<file path="src/rtl/chacha_state_gen.sv">
// ChaCha20 initial-state generator: latches key/nonce/counter once, then
// streams one 4x4 initial matrix per block, bumping the counter itself.
module chacha_state_gen #(
  parameter int CTR_WORDS = 1,
  parameter int KEY128_EN = 0,
  parameter int NBLK_W    = 16
) (
  input  logic                      clk,
  input  logic                      clrMatrix,
  input  logic                      cfg_valid,
  output logic                      cfg_ready,
  input  logic [0:7][31:0]          key,
  input  logic [2:0][31:0]          nonce,
  input  logic [32*CTR_WORDS-1:0]   ctr_init,
  input  logic [NBLK_W-1:0]         nblk,
  input  logic                      key_len,
  input  logic                      abort,
  output logic                      st_valid,
  input  logic                      st_ready,
  output logic [3:0][3:0][31:0]     st_matrix,
  output logic                      st_last,
  output logic                      done,
  output logic                      ctr_ovf
);

  localparam int CW = 32 * CTR_WORDS;

  typedef enum logic [1:0] {
    IDLE = 2'd0,
    EMIT = 2'd1,
    ERR  = 2'd2
  } state_t;

  state_t                state_q, state_d;
  logic [3:0][3:0][31:0] matrix_q, matrix_d;
  logic [NBLK_W-1:0]     rem_q, rem_d;
  logic                  done_q, done_d;
  logic                  ovf_q, ovf_d;

  logic                  mode128;
  logic [3:0][31:0]      row0_load, row1_load, row2_load, row3_load, row3_bump;
  logic [CW-1:0]         ctr_cur, ctr_inc;

  // The 128-bit key mode only exists when the build enables it.
  assign mode128 = (KEY128_EN != 0) && key_len;

  // Row 0: "expand 32-byte k" or "expand 16-byte k" as little-endian words.
  assign row0_load[0] = 32'h61707865;
  assign row0_load[1] = mode128 ? 32'h3120646e : 32'h3320646e;
  assign row0_load[2] = mode128 ? 32'h79622d36 : 32'h79622d32;
  assign row0_load[3] = 32'h6b206574;

  // Rows 1 and 2 carry the key; a 128-bit key is simply repeated.
  genvar gi;
  generate
    for (gi = 0; gi < 4; gi++) begin : g_key_rows
      assign row1_load[gi] = key[gi];
      assign row2_load[gi] = mode128 ? key[gi] : key[gi+4];
    end
  endgenerate

  // Row 3 layout depends on how many words the counter occupies. The live
  // counter is read back from row 3 itself so there is one copy of it.
  generate
    if (CTR_WORDS == 2) begin : g_ctr64
      logic unused_nonce2;
      assign unused_nonce2 = ^nonce[2];
      assign ctr_cur   = {matrix_q[3][1], matrix_q[3][0]};
      assign row3_load = {nonce[1], nonce[0], ctr_init[63:32], ctr_init[31:0]};
      assign row3_bump = {matrix_q[3][3], matrix_q[3][2], ctr_inc[63:32], ctr_inc[31:0]};
    end else begin : g_ctr32
      assign ctr_cur   = matrix_q[3][0];
      assign row3_load = {nonce[2], nonce[1], nonce[0], ctr_init};
      assign row3_bump = {matrix_q[3][3:1], ctr_inc};
    end
  endgenerate

  assign ctr_inc = ctr_cur + CW'(1);

  // Next-state logic: configuration, per-handshake counter advance, overflow trap.
  always_comb begin
    state_d  = state_q;
    matrix_d = matrix_q;
    rem_d    = rem_q;
    done_d   = 1'b0;
    ovf_d    = ovf_q;
    unique case (state_q)
      IDLE: begin
        if (cfg_valid) begin
          ovf_d = 1'b0;
          if (nblk == '0) begin
            done_d = 1'b1;
          end else begin
            state_d  = EMIT;
            rem_d    = nblk;
            matrix_d = {row3_load, row2_load, row1_load, row0_load};
          end
        end
      end
      EMIT: begin
        if (abort) begin
          // Abort wins over a coincident handshake: no further state, no done.
          state_d = IDLE;
        end else if (st_ready) begin
          rem_d = rem_q - NBLK_W'(1);
          if (rem_q == NBLK_W'(1)) begin
            state_d = IDLE;
            done_d  = 1'b1;
          end else if (&ctr_cur) begin
            // Counter would wrap with blocks still owed: park in ERR.
            state_d = ERR;
            ovf_d   = 1'b1;
          end else begin
            matrix_d[3] = row3_bump;
          end
        end
      end
      ERR: begin
        if (abort) begin
          state_d = IDLE;
        end
      end
      default: state_d = IDLE;
    endcase
  end

  // State registers; clrMatrix also wipes the matrix.
  always_ff @(posedge clk) begin
    if (clrMatrix) begin
      state_q  <= IDLE;
      matrix_q <= '0;
      rem_q    <= '0;
      done_q   <= 1'b0;
      ovf_q    <= 1'b0;
    end else begin
      state_q  <= state_d;
      matrix_q <= matrix_d;
      rem_q    <= rem_d;
      done_q   <= done_d;
      ovf_q    <= ovf_d;
    end
  end

  assign cfg_ready = (state_q == IDLE);
  assign st_valid  = (state_q == EMIT);
  assign st_last   = (state_q == EMIT) && (rem_q == NBLK_W'(1));
  assign st_matrix = matrix_q;
  assign done      = done_q;
  assign ctr_ovf   = ovf_q;

endmodule

</file>
<file path="config.mk">
export PLATFORM = sky130hd
export DESIGN_NAME = chacha_state_gen
export DESIGN_NICKNAME = d
export VERILOG_FILES = /design/src/rtl/chacha_state_gen.sv
export SDC_FILE = /design/constraint.sdc
export NUM_CORES = 1
export LEC_CHECK = 0
export CAP_MARGIN = 0
export CORE_AREA = 2 2 355 357
export DETAILED_ROUTE_END_ITERATION = 8
export DIE_AREA = 0 0 357 359
export GPL_ROUTABILITY_DRIVEN = 0
export HOLD_SLACK_MARGIN = 0.1
export PLACE_DENSITY = 0.45
export SYNTH_ARGS = -nofsm -noshare
export SYNTH_HDL_FRONTEND = slang
export SYNTH_SLANG_ARGS = --single-unit
</file>
<file path="constraint.sdc">
create_clock -name clk -period 2.9 [get_ports clk]
set_clock_uncertainty 0.05 [all_clocks]
set_input_delay 0.29 -clock clk [delete_from_list [all_inputs] [get_ports clk]]
set_output_delay 0.29 -clock clk [all_outputs]
set_load 0.05 [all_outputs]
</file>
==> metrics.txt <==
status completed; Max VDD drop approximately 0.44 mV; total power 17300 uW; FFs w/ async S/R, synth 0; # Post-CTS Setup Buffers 0; Rows 130; Synth Area in Compound Gates 0.173; CTS Buffer Depth 3; vias per cell approximately 3.8; vias in the first global route about 17000; layout cells sized above 1 0.0667; drt drc 0; post-synth cell types 64; actual slew at the worst max-slew pin ~0.84 ns; Crit path max-delay family buffers and inverters; crit-path max cell delay approximately 0.90 ns; number of synthesized flops with an enable pin 0; drt pass-1 iters 5; Filler cells ~14000; Via Count 17700; slew margin rel. 0.439; GRT overflow 0; initial antenna violation count 15; fmax approximately 390 MHz; Hold Vio Cnt, Final 0; max-cap viol count 0; Synth Warn # 0; Worst setup EP type primary output; first-pass GRT wire length around 110 mm; Critical-path top delay cell clkdlybuf4s50_1; Max Slew Vio Count 0; Crit Path Category reg2out; final worst path period need about 2.6 ns; area delta synth->final 73.7%; CTS resizes 0; CTS tree built; register area share after synthesis 0.486; critical path arrival 2.25 ns; DIE AREA 128000 um2; startpoint type of the worst setup path register; initial core utilization 0.134; clk slew on worst S/H paths 0.06 ns; total wire length 80.7 mm; Final Cycle Share 0.893; CTS sink cnt 405; DP HPWL 61.6 mm; Leak Pwr 0.0103 uW; pwr dens about 600 nW/um2; Die H between 300 and 400 um; Synth Instances approximately 2100; WL per Instance ~17 um; fin nets roughly 3400; Routed Antenna Nets 0; Chip Width about 360 um; Synth Cell Area between 15000 and 20000 um2; reg2reg setup slack between 0.3 and 0.4 ns; Final setup viols 0; H-tree depth 2; Worst Hold Class in2reg; syn_area_per_cell 7.76 um2; synthesized flop and latch total ~410; Starting DRT DRC Count just over 800; multiplexer area fraction after synthesis 0.00128; io pins between 900 and 1000; core area roughly 120000 um2; critical path required time between 2 and 3 ns; RSZ-0062 raised after global routing no; Adder-Cell Fraction of Synth Area 0.00225; worst-path maximum fanout 56; simple-gate share of the synthesized area 0.233; Post-synth top flop dfxtp_1; Synth Area in XOR/XNOR 0.00263; Clk Latency, worst-skew pair between 0.6 and 0.7 ns; largest net degree at the start of global routing 114; clock buffer count from CTS 52; total global-route track usage 0.119; CP cell instances buf_4 -> clkdlybuf4s50_1; Buffers on Ports ~850; Buf+Inv Stages, Crit Path 2; CTS root buffer clkbuf_16; final core utilization 0.232; largest family of logic cells by synthesized area simple AND/OR/NAND/NOR gates
[stage by stage]
step | TNS, ns | hold slack, ns | worst slack [ns] | area, um2 | cells
final | 0 | 0.165 | 0.310 | 29000 | 4665
after floorplan | 0 | 0.376 | 0.323 | 16900 | 2220
after global placement | -0.0861 | 0.391 | -0.0273 | 26900 | 4530
after global routing | 0 | 0.120 | 0.147 | 29000 | 4664
after detailed placement | -1.47 | 0.395 | -0.0840 | 26900 | 4530
after CTS | 0 | 0.100 | 0.211 | 29000 | 4663
[layout make-up]
cell class | count | area, um2 | share of cell area
antenna | 2 | 5.00 | 0.000173
clock buffer | 69 | 1460 | 0.0502
clock inverter | 13 | 125 | 0.00432
inverter | 7 | 26.3 | 0.000907
multi-input combinational | 1521 | 7150 | 0.247
sequential | 405 | 8110 | 0.280
tap | 1650 | 2060 | 0.0713
timing repair buffer | 998 | 10000 | 0.346
[per-layer routing]
metal | vias to the layer above | track usage | part of all wire
li1 | 8653 | - | -
met2 | 666 | 0.205 | 0.49
met4 | 26 | 0.0351 | 0.026
met5 | - | 0 | 0.0021
met3 | 126 | 0.0419 | 0.089
met1 | 8259 | 0.138 | 0.40
[worst register-to-register path, cell delays in order (launching register included)]
cell      delay [ns]
dfxtp_1         0.39
nor3b_1         0.24
buf_4           0.17
o41a_2          0.28
buf_4           0.32
nor2_4          0.09
nor2_2          0.67
a311oi_1        0.19
[worst paths after layout]
kind,startpoint,end,cells after the start
worst min-delay path,key[44],st_matrix[332],3
worst min register to register,st_matrix[442],st_matrix[442],2
worst max register to register,state_q[1],ctr_cur[28],7
worst max-delay path,st_matrix[0],st_matrix[33],2
[cell usage after synthesis (12+ instances only)]
cell type    n  share of area
nand2b_1    12         0.0045
buf_2       42          0.013
o21ai_0     19         0.0057
nand4_1     15         0.0056
nor3_1      29         0.0087
a211oi_1    16         0.0072
buf_4      127          0.057
nand2_1    744           0.17
a21oi_1    391           0.12
nor4_1      25         0.0094
clkbuf_1   107          0.024
nand3_1     14         0.0042
nor2_1      37         0.0083
dfxtp_1    405           0.49
[logic make-up (layout without fill, tap and decap cells)]
kind of cell / Yosys count / after routing
AO/OA/AOI/OAI: 511 / 511
AND/OR/NAND/NOR: 928 / 928
XOR/XNOR: 5 / 5
other: 1 / 74
adder cells (fa/ha/maj): 3 / 3
multiplexers: 2 / 2
buffers and inverters: 294 / 1087
flip-flops: 405 / 405
[layout by cell type, fill, tap and decap left out, types with 9 or more instances in the layout]
master / netlist / layout
nand2b_1: 12 / 11
o21ai_0: 19 / 19
clkbuf_8: 0 / 9
o32ai_1: 11 / 11
a211oi_1: 16 / 16
buf_12: 0 / 22
dfxtp_1: 405 / 404
buf_4: 127 / 78
clkbuf_16: 0 / 52
nand3_1: 14 / 14
conb_1: 1 / 72
a31oi_1: 10 / 10
nand4_1: 15 / 15
nand2_1: 744 / 744
clkdlybuf4s50_1: 0 / 846
nor2_1: 37 / 36
nor4_1: 25 / 25
a22oi_1: 11 / 11
nor3_1: 29 / 29
a21oi_1: 391 / 391
dlygate4sd3_1: 0 / 51
[where the power goes]
part / internal, uW / total [uW] / switching [uW]
clock network: 3570 / 6200 / 2630
registers: 5960 / 6210 / 256
logic: 1770 / 4880 / 3120
total: 11300 / 17300 / 6000
[state kept, by name, summed over array words and instances, names as in the netlist]
register,count
ctr_cur,32
ctr_ovf,1
done,1
rem_q,16
st_matrix,353
state_q,2
[what timing repair did]
action | in CTS | in global routing
setup endpoints to repair | 0 | 0
hold endpoints to repair | 82 | 0
hold buffers | 51 | 0
Note: power is estimated with default switching activity, not from simulation.
